--- config.mk ---
export PLATFORM = sky130hd
export DESIGN_NAME = symbol_residue_tracker_flat
export DESIGN_NICKNAME = d
export VERILOG_FILES = /design/src/rtl/symres_pkg.sv /design/src/rtl/symbol_residue_tracker_if.sv /design/src/rtl/symres_cell.sv /design/src/rtl/symbol_residue_tracker.sv /design/src/flat_wrapper.sv
export SDC_FILE = /design/constraint.sdc
export NUM_CORES = 1
export LEC_CHECK = 0
export CAP_MARGIN = 20
export CORE_ASPECT_RATIO = 0.75
export CORE_MARGIN = 3
export CORE_UTILIZATION = 60
export CTS_BUF_LIST = sky130_fd_sc_hd__clkbuf_8
export DETAILED_ROUTE_END_ITERATION = 12
export PLACE_DENSITY_LB_ADDON = 0.15
export SETUP_SLACK_MARGIN = 0.02
export SYNTH_ARGS = -nofsm -noshare
export SYNTH_HDL_FRONTEND = slang
export SYNTH_SLANG_ARGS = --single-unit
--- constraint.sdc ---
create_clock -name clk -period 3.05 [get_ports clk]
set_input_delay 0.61 -clock clk [delete_from_list [all_inputs] [get_ports clk]]
set_output_delay 0.61 -clock clk [all_outputs]
set_load 0.03 [all_outputs]
--- src/rtl/symres_pkg.sv ---
// Shared types and helpers for the symbol residue tracker: FSM state encoding
// and the residue-width calculation.
package symres_pkg;

    typedef enum logic [1:0] {
        IDLE = 2'b00,
        RUN  = 2'b01,
        HOLD = 2'b10
    } state_t;

    // Bits needed to hold 0..v-1, never less than one.
    function automatic int clog2(input int v);
        int r;
        r = 0;
        while ((1 << r) < v) r++;
        return (r < 1) ? 1 : r;
    endfunction

endpackage

--- src/rtl/symbol_residue_tracker_if.sv ---
// Symbol input handshake, live residue view and frame-report handshake of the
// symbol residue tracker, bundled as one interface.
interface symbol_residue_tracker_if #(
    parameter int SYM_W = 1,
    parameter int MOD   = 2,
    parameter int LEN_W = 16
);
    import symres_pkg::*;

    localparam int NSYM = 1 << SYM_W;
    localparam int RW   = clog2(MOD);

    logic                 clear;
    logic                 in_valid;
    logic                 in_ready;
    logic [SYM_W-1:0]     in_sym;
    logic                 in_last;
    logic [NSYM*RW-1:0]   res_flat;
    logic [NSYM-1:0]      mod_zero;
    logic                 rpt_valid;
    logic                 rpt_ready;
    logic [NSYM-1:0]      rpt_zero;
    logic [NSYM*RW-1:0]   rpt_res;
    logic [LEN_W-1:0]     rpt_len;
    logic                 rpt_sat;

    modport master (
        output clear, in_valid, in_sym, in_last, rpt_ready,
        input  in_ready, res_flat, mod_zero,
        input  rpt_valid, rpt_zero, rpt_res, rpt_len, rpt_sat
    );

    modport slave (
        input  clear, in_valid, in_sym, in_last, rpt_ready,
        output in_ready, res_flat, mod_zero,
        output rpt_valid, rpt_zero, rpt_res, rpt_len, rpt_sat
    );

endinterface

--- src/rtl/symres_cell.sv ---
// One modulo-MOD occurrence counter. Exposes both the held residue and the
// value it will take on an increment, so a frame snapshot can include the
// symbol being counted on the same edge.
module symres_cell
    import symres_pkg::*;
#(
    parameter int MOD = 2,
    localparam int RW = clog2(MOD)
) (
    input  logic          clk,
    input  logic          rst_n,
    input  logic          inc,
    input  logic          clr,
    output logic [RW-1:0] res,
    output logic [RW-1:0] res_nxt,
    output logic          is_zero,
    output logic          nxt_zero
);

    localparam logic [RW-1:0] TOP = RW'(MOD - 1);

    always_comb begin
        res_nxt = res;
        if (inc) res_nxt = (res == TOP) ? '0 : res + RW'(1);
    end

    assign is_zero  = (res == '0);
    assign nxt_zero = (res_nxt == '0);

    // NOTE: async reset in the sensitivity list, non-blocking updates only, so
    // every flop in the block samples pre-edge values.
    always_ff @(posedge clk or negedge rst_n) begin
        if (!rst_n)   res <= '0;
        else if (clr) res <= '0;
        else          res <= res_nxt;
    end

endmodule

--- src/rtl/symbol_residue_tracker.sv ---
// Serial symbol monitor: per-symbol occurrence count modulo MOD, frame length,
// and a held per-frame report with valid/ready handshake.
module symbol_residue_tracker
    import symres_pkg::*;
#(
    parameter int SYM_W = 1,
    parameter int MOD   = 2,
    parameter int LEN_W = 16
) (
    input  logic                     clk,
    input  logic                     rst_n,
    symbol_residue_tracker_if.slave  bus
);

    localparam int NSYM = 1 << SYM_W;
    localparam int RW   = clog2(MOD);
    localparam logic [LEN_W-1:0] LEN_MAX = '1;

    state_t               state;
    logic [LEN_W-1:0]     len;
    logic                 sat;
    logic                 accept;
    logic                 frame_end;
    logic                 len_full;
    logic [LEN_W-1:0]     len_nxt;
    logic [NSYM*RW-1:0]   res_cur;
    logic [NSYM*RW-1:0]   res_nxt;
    logic [NSYM-1:0]      zero_cur;
    logic [NSYM-1:0]      zero_nxt;
    logic                 rpt_valid_q;
    logic [NSYM-1:0]      rpt_zero_q;
    logic [NSYM*RW-1:0]   rpt_res_q;
    logic [LEN_W-1:0]     rpt_len_q;
    logic                 rpt_sat_q;

    assign bus.in_ready = (state != HOLD) & ~bus.clear;
    assign accept       = bus.in_valid & bus.in_ready;
    assign frame_end    = accept & bus.in_last;

    // An increment attempted while already all-ones marks the frame saturated.
    assign len_full = (len == LEN_MAX);
    assign len_nxt  = len_full ? len : len + LEN_W'(1);

    for (genvar i = 0; i < NSYM; i++) begin : g_cell
        symres_cell #(.MOD(MOD)) u_cell (
            .clk      (clk),
            .rst_n    (rst_n),
            .inc      (accept && (bus.in_sym == SYM_W'(i))),
            .clr      (bus.clear | frame_end),
            .res      (res_cur[i*RW +: RW]),
            .res_nxt  (res_nxt[i*RW +: RW]),
            .is_zero  (zero_cur[i]),
            .nxt_zero (zero_nxt[i])
        );
    end

    always_ff @(posedge clk or negedge rst_n) begin
        if (!rst_n) begin
            state       <= IDLE;
            len         <= '0;
            sat         <= 1'b0;
            rpt_valid_q <= 1'b0;
            rpt_zero_q  <= '0;
            rpt_res_q   <= '0;
            rpt_len_q   <= '0;
            rpt_sat_q   <= 1'b0;
        end else begin
            case (state)
                IDLE, RUN: begin
                    if (bus.clear) begin
                        state <= IDLE;
                        len   <= '0;
                        sat   <= 1'b0;
                    end else if (frame_end) begin
                        rpt_res_q   <= res_nxt;
                        rpt_zero_q  <= zero_nxt;
                        rpt_len_q   <= len_nxt;
                        rpt_sat_q   <= sat | len_full;
                        rpt_valid_q <= 1'b1;
                        len         <= '0;
                        sat         <= 1'b0;
                        state       <= HOLD;
                    end else if (accept) begin
                        len   <= len_nxt;
                        sat   <= sat | len_full;
                        state <= RUN;
                    end
                end
                HOLD: begin
                    // Live state is cleared by clear; the pending report is not.
                    if (bus.clear) begin
                        len <= '0;
                        sat <= 1'b0;
                    end
                    if (bus.rpt_ready) begin
                        rpt_valid_q <= 1'b0;
                        state       <= IDLE;
                    end
                end
                default: state <= IDLE;
            endcase
        end
    end

    assign bus.res_flat  = res_cur;
    assign bus.mod_zero  = zero_cur;
    assign bus.rpt_valid = rpt_valid_q;
    assign bus.rpt_zero  = rpt_zero_q;
    assign bus.rpt_res   = rpt_res_q;
    assign bus.rpt_len   = rpt_len_q;
    assign bus.rpt_sat   = rpt_sat_q;

endmodule

--- src/flat_wrapper.sv ---
// flat-port wrapper written by rule: the top's interface ports become plain ports
module symbol_residue_tracker_flat import symres_pkg::*;
#(
    parameter int SYM_W = 1,
    parameter int MOD   = 2,
    parameter int LEN_W = 16
)
  (clk, rst_n, bus_clear, bus_in_valid, bus_in_sym, bus_in_last, bus_rpt_ready, bus_in_ready, bus_res_flat, bus_mod_zero, bus_rpt_valid, bus_rpt_zero, bus_rpt_res, bus_rpt_len, bus_rpt_sat);
  symbol_residue_tracker_if #(.SYM_W(SYM_W), .MOD(MOD), .LEN_W(LEN_W)) bus_i ();
  input  logic clk;
  input  logic rst_n;
  input wire logic [$bits(bus_i.clear)-1:0] bus_clear;
  input wire logic [$bits(bus_i.in_valid)-1:0] bus_in_valid;
  input wire logic [$bits(bus_i.in_sym)-1:0] bus_in_sym;
  input wire logic [$bits(bus_i.in_last)-1:0] bus_in_last;
  input wire logic [$bits(bus_i.rpt_ready)-1:0] bus_rpt_ready;
  output wire logic [$bits(bus_i.in_ready)-1:0] bus_in_ready;
  output wire logic [$bits(bus_i.res_flat)-1:0] bus_res_flat;
  output wire logic [$bits(bus_i.mod_zero)-1:0] bus_mod_zero;
  output wire logic [$bits(bus_i.rpt_valid)-1:0] bus_rpt_valid;
  output wire logic [$bits(bus_i.rpt_zero)-1:0] bus_rpt_zero;
  output wire logic [$bits(bus_i.rpt_res)-1:0] bus_rpt_res;
  output wire logic [$bits(bus_i.rpt_len)-1:0] bus_rpt_len;
  output wire logic [$bits(bus_i.rpt_sat)-1:0] bus_rpt_sat;
  assign bus_i.clear = bus_clear;
  assign bus_i.in_valid = bus_in_valid;
  assign bus_i.in_sym = bus_in_sym;
  assign bus_i.in_last = bus_in_last;
  assign bus_i.rpt_ready = bus_rpt_ready;
  assign bus_in_ready = bus_i.in_ready;
  assign bus_res_flat = bus_i.res_flat;
  assign bus_mod_zero = bus_i.mod_zero;
  assign bus_rpt_valid = bus_i.rpt_valid;
  assign bus_rpt_zero = bus_i.rpt_zero;
  assign bus_rpt_res = bus_i.rpt_res;
  assign bus_rpt_len = bus_i.rpt_len;
  assign bus_rpt_sat = bus_i.rpt_sat;
  symbol_residue_tracker #(.SYM_W(SYM_W), .MOD(MOD), .LEN_W(LEN_W)) u_core (.clk(clk), .rst_n(rst_n), .bus(bus_i));
endmodule
==> impl_metrics.env <==
export IMPL_viasPerCell=6.10
export IMPL_syn_nets=248
export IMPL_antenna_left=0
export IMPL_clock_latency_ps=290
export IMPL_cts_buffers_inserted=5
export IMPL_final_cells=320
export IMPL_start_kind="primary input"
export IMPL_synth_edf_count=0
export IMPL_die_x_microns=77.1
export IMPL_grt_busiest_layer="met2"
export IMPL_place_ws_ps=409
export IMPL_rows=18
export IMPL_die_area_sq_um=4580
export IMPL_grt_pass1_wl_microns=8460
export IMPL_ys_warn_count=0
export IMPL_synth_most_common_cell="dfrtp_1"
export IMPL_cts_buffer_depth=2
export IMPL_fp_dieH_microns=59.4
export IMPL_synthTopCellsByArea="dfrtp_1, o21ai_0, a21oi_1, nand2_1, nor2_1"
export IMPL_yosysTopAreaCellShare=0.473
export IMPL_cts_resized=0
export IMPL_grt_max_degree=44
export IMPL_synth_async_sr_flop_share=1.00
export IMPL_worstPathMaxFanout=11
export IMPL_drive_gt1_frac=0.100
export IMPL_reg2reg_to="u_core.len[10]$_DFFE_PN0P_"
export IMPL_drtIter0Drc=245
export IMPL_setup_viol=0
export IMPL_peakVddDrop_mv=0.378
export IMPL_use_met2=0.348
export IMPL_crit_path_start="bus_clear"
export IMPL_track_usage=0.232
export IMPL_synth_area_per_cell_sq_um=9.49
export IMPL_fin_nets=277
export IMPL_tns_ps=0
export IMPL_worstPathCellList="clkdlybuf4s50_1, nor2_1, clkdlybuf4s50_1"
export IMPL_postCtsSetupRepairBufs=0
export IMPL_drc=0
export IMPL_grt_ovfl_total=0
export IMPL_clk_pin_slew_ps=70
export IMPL_tightest_slew_ps=940
export IMPL_p_per_area_nw_per_um2=487
export IMPL_yosys_area_top_type="dfrtp_1"
export IMPL_place_inst=312
export IMPL_r2r_start="u_core.len[0]$_DFFE_PN0P_"
export IMPL_crit_type="in2out"
export IMPL_post_route_util=0.784
export IMPL_synth_seq_cells=43
export IMPL_hold_viol_final=0
export IMPL_grt_pass1_vias=1744
export IMPL_vias=1952
export IMPL_critPathRequiredTime_ps=2440
export IMPL_port_buffers=33
export IMPL_place_congestion=0.897
export IMPL_antenna_found_initial=0
export IMPL_wl_per_cell_microns=15.8
export IMPL_cts_num_sinks=43
export IMPL_synth_seq_area_share=0.473
export IMPL_ys_top_cells_by_count="dfrtp_1, nand2_1, nor2_1, o21ai_0, a21oi_1"
export IMPL_worst_slew_margin_rel=0.374
export IMPL_status="finished clean"
export IMPL_critPathSlowestCell="clkdlybuf4s50_1"
export IMPL_synth_flop_cell="dfrtp_1"
export IMPL_firstDrtPassIters=5
export IMPL_cp_arrival_ps=2040
export IMPL_hold_class="in2async"
export IMPL_hold_buffers=0
export IMPL_grt_util_met1=0.345
export IMPL_worst_r2r_path_depth=6
export IMPL_finalCritPeriodShare=0.868
export IMPL_start_util=0.657
export IMPL_drv_cap=0
export IMPL_coreArea_sq_um=3470
export IMPL_ff2ff_setup_slack_ps=830
export IMPL_leakagePower_nw=1.12
export IMPL_area_delta_synth_final_pct=19.3
export IMPL_synth_cell_area_sq_um=2280
export IMPL_ioPinCount=34
export IMPL_fmax_ghz=0.378
export IMPL_netlist_instances=240
export IMPL_drt_wl_total_microns=5040
export IMPL_layout_setup_ws_ps=403
export IMPL_dp_hpwl_microns=3420
export IMPL_skew_ps=5.84
export IMPL_slew_violations=0
export IMPL_rsz0062_at_grt="no"
export IMPL_fin_crit_ps=2650
export IMPL_htree_levels=2
export IMPL_cts_root_buf="clkbuf_8"
export IMPL_cts_tree="yes"
export IMPL_crit_top_cell="clkdlybuf4s50_1"
export IMPL_cp_end_kind="output pin"
export IMPL_ys_types=52
export IMPL_grtUsageMet3=0.0471
export IMPL_slowest_delay_ps=680
export IMPL_antenna_cells=0
==> worst max path at each step <==
stage,cells past startpoint,slack (ps),end
final,3,400,bus_in_ready
after global routing,3,360,bus_in_ready
after CTS,3,410,bus_in_ready
after detailed placement,3,410,bus_in_ready
after global placement,3,430,bus_in_ready
after floorplan,5,1130,u_core.len[7]$_DFFE_PN0P_
==> state kept, by name, indices dropped and copies added, names as in the netlist <==
register and flops:
u_core.bus.rpt_valid 1, u_core.len 16, u_core.bus.rpt_zero 2, u_core.bus.rpt_sat 1, u_core.bus.rpt_len 16, u_core.bus.rpt_res 2, u_core.g_cell.u_cell.res 2, u_core.sat 1
u_core.state 2
==> cell type report <==
class	count	area, sq um
sequential	43	1080
tap	50	62.6
multi-input combinational	169	1060
clock buffer	7	96.3
inverter	9	33.8
clock inverter	1	3.75
fill	268	751
timing repair buffer	41	385
==> cell usage in the layout (no fill, tap or decap), types with 4 or more instances in the layout <==
master	count
o21ai_0	18
a21oi_1	17
inv_1	10
clkdlybuf4s50_1	32
xnor2_1	8
nand2_1	21
clkbuf_8	7
or4_1	4
nor2_1	20
and3_1	6
nand3_1	7
a31oi_1	9
buf_4	8
dfrtp_1	43
==> critical path: cells and delay by family <==
kind | cells | cell delay [ps]
buffers and inverters | 2 | 1260
AND/OR/NAND/NOR | 1 | 170
==> per-stage QoR <==
stage | area [sq um] | hold WS [ps] | power [mW]
6_report | 2720 | 464 | 1.32
5_1_grt | 2720 | 504 | 1.38
4_1_cts | 2720 | 485 | 1.33
3_5_place_dp | 2620 | 467 | 0.951
3_3_place_gp | 2620 | 459 | 0.947
2_1_floorplan | 2280 | 314 | 0.826
==> cells by family after synthesis <==
logic type      share of synthesized area
compound gates                      0.202
xor+xnor                           0.0308
fa+ha+maj                         0.00549
buf+inv                            0.0643
flops                               0.473
mux                               0.00989
simple gates                        0.215
==> layer usage <==
layer / routed length, microns / vias up / part of all wire
met5: 0 / - / 0
met4: 28 / 0 / 0.0056
met3: 353 / 2 / 0.070
met2: 2240 / 86 / 0.44
met1: 2420 / 928 / 0.48
li1: - / 936 / -
==> where the power goes <==
group	internal, mW	leakage (nW)	switching, mW	total (mW)
sequential	0.616	0.569	0.0326	0.648
combinational	0.119	0.496	0.174	0.292
clock	0.203	0.0557	0.181	0.384
total	0.938	1.12	0.387	1.32
Note: power is estimated with default switching activity, not from simulation.
==> RTL edit: new RTL, same flow settings <==
Make the reset (`rst_n`) synchronous in 2 clocked blocks. Comments in the files are not updated.
--- a/src/rtl/symres_cell.sv
+++ b/src/rtl/symres_cell.sv
@@ -29,7 +29,7 @@
 
     // NOTE: async reset in the sensitivity list, non-blocking updates only, so
     // every flop in the block samples pre-edge values.
-    always_ff @(posedge clk or negedge rst_n) begin
+    always_ff @(posedge clk) begin
         if (!rst_n)   res <= '0;
         else if (clr) res <= '0;
         else          res <= res_nxt;
--- a/src/rtl/symbol_residue_tracker.sv
+++ b/src/rtl/symbol_residue_tracker.sv
@@ -54,7 +54,7 @@
         );
     end
 
-    always_ff @(posedge clk or negedge rst_n) begin
+    always_ff @(posedge clk) begin
         if (!rst_n) begin
             state       <= IDLE;
             len         <= '0;
Behaviour: differs if rst_n is asserted again (counterexample within 4 cycles, from zero or initial values and one cycle with rst_n low); with rst_n held inactive, the same outputs for 4 cycles.
==> RTL edit against the original RTL <==
Critical path depth grew 2. Core utilization up 0.26 points. Final area down 0.97%. Wire length rose by 15%. Sequential cell count did not move. Synthesized area decreased by 1.5%. Clock skew is 5.1 ps higher. Non-clock buffer count is 2 higher. Worst setup slack improved by 160 ps. Maximum frequency is 6.4% higher. Register-to-register slack lost 270 ps. Critical endpoint is now u_core.bus.rpt_len[14]$_SDFFE_PN0P_. Highest routed layer is now met5.
Power is not compared: it rests on default switching activity, and its combinational part moved more than twofold at a synthesized area within 25%.
==> RTL edit: results (changes against the original RTL) <==
Met3 wire length: 461 microns (+31%)
Mapped Nets: 271 (+9.3%)
Number of global-route vias before repair: 1,882 (+7.9%)
Fillers: 259 (-3.4%)
Switching Share: 24.25%
Share of layout cells above drive strength 1: 12.28% (+2.3 points)
Global-route met3 utilization: 5.810% (+1.1 points)
Relative slew slack: 60.35% (+23 points)
Final Hold Violating Endpoints: 0 (unchanged)
Wire length of the first global-routing pass: 9.432 mm (+12%)
Wire per inst: 17.35 microns (+10%)
Outcome: completed
Wire length the detailed router placed on met1: 2.579 mm (+6.6%)
Static leakage: 0.8883 nW
HPWL after DPL: 3.882 mm (+13%)
Slowest stage cell on the critical path: nor4_1
Clock-pin slew on the worst setup and hold paths: 90 ps (+20 ps)
Compound-cell area share of the yosys netlist: 26.84% (+6.7 points)
ANT cells: 0 (unchanged)
Worst IR Drop VDD: 0.4338 mV
Synth Area in Adders: 0.5580% (+0.0086 points)
Initial antenna violation count: 1 (+1)
Portion of the post-synthesis area used by sequential elements: 38.39% (-8.9 points)
Standard cell area after detailed placement: 2574 sq um (-1.7%)
Ranking of synthesized cells by area: dfxtp_1 (38%), o21ai_0 (6.3%), a31oi_1 (4.5%), a21oi_1 (3.3%), nand2_1 (2.8%)
Post-layout nets: 292 (+5.4%)
Post-CTS resize count: 0 (unchanged)
Total setup buffers inserted after CTS: 0 (unchanged)
Global Route Usage Sum: 27.11% (+3.9 points)
Clock tree root driver cell: clkbuf_8
Synth top cells by count: dfxtp_1 (43), o21ai_0 (28), nand2_1 (17)
Vias per inst: 6.499 (+6.5%)
Multiplexer fraction of the synthesized cell area: 1.339% (+0.35 points)
Type of the most critical hold path: reg -> reg
Met1 capacity usage during global routing: 35.20% (+0.74 points)
Initial detailed-routing violation count: 239 (-2.4%)
Clock net power: 0.000467 W
GPL Wtd Cong: 0.9301 (+3.7%)
Number of I/O port buffers: 33 (unchanged)
Global Route met2 Usage: 43.68% (+8.9 points)
Post-synthesis share of cell area spent on xor and xnor gates: 2.344% (-0.73 points)
Proportion of synthesized flip-flops having asynchronous set or reset: 0% (-100 points)
Worst-case clock buffer depth: 2 (unchanged)
Instance count after placement with tap cells included: 327 (+4.8%)
Library cells used by synthesis: 55 (+5.8%)
Top Metal Used: met5
H-tree depth: 2 (unchanged)
CP Max Fanout: 9 (-2)
Layout Cells excl Fill: 335 (+4.7%)
Placement Setup Slack: 467.4 ps (+58.23 ps)
Highest cell delay on the worst timing path: 550 ps (-130 ps)
Critical path class: reg -> reg
Synthesized instance count: 263 (+9.6%)
Worst clock skew: 10.99 ps (+5.148 ps)
Routed length on met2: 2.597 mm (+16%)
Synth-to-Final Area Change: 20.03%
Largest net degree at the start of global routing: 26 (-41%)
-- RTL edit: cell types whose count changed after synthesis, sizes merged, moves of 6 or more --
| cell | before | now |
|---|---|---|
| dfrtp | 43 | 0 |
| dfxtp | 0 | 43 |
| nor2 | 20 | 11 |
| a31oi | 9 | 16 |
| o21ai | 21 | 28 |
| clkbuf | 6 | 12 |
-- RTL edit: per-stage QoR --
stage                     total power (W)  hold WS, ps
after floorplan                 0.0006741        454.8
after global placement          0.0007243        440.8
after detailed placement        0.0007267        452.6
after CTS                        0.001184        464.1
after global routing             0.001220        500.3
final                            0.001182        459.0
-- RTL edit: path summary, 6_finish.rpt --
kind | start | endpoint | slack, ps | depth (start not counted)
max | u_core.len[1]$_SDFFE_PN0P_ | u_core.bus.rpt_len[14]$_SDFFE_PN0P_ | 560 | 5
min | u_core.bus.rpt_len[8]$_SDFFE_PN0P_ | u_core.bus.rpt_len[8]$_SDFFE_PN0P_ | 460 | 2
max reg2reg | u_core.len[1]$_SDFFE_PN0P_ | u_core.bus.rpt_len[14]$_SDFFE_PN0P_ | 560 | 5
min reg2reg | u_core.bus.rpt_len[8]$_SDFFE_PN0P_ | u_core.bus.rpt_len[8]$_SDFFE_PN0P_ | 460 | 2
-- RTL edit: cell type report --
class / instances / area share, %
Timing Repair Buffer: 43 / 15.06
Clock buffer: 6 / 3.068
Clock inverter: 2 / 1.302
Sequential cell: 43 / 31.99
Multi-Input combinational cell: 184 / 45.28
Inverter: 7 / 0.9763
Tap cell: 50 / 2.325
-- RTL edit: worst max-delay path, delay by kind of cell, from the launching register on --
kind                       cells  cell delay [ps]
DFF                            1              490
and+or+nand+nor                2              880
muxes                          1              380
adders and majority gates      1              410
AOI/OAI and AO/OA              1              190
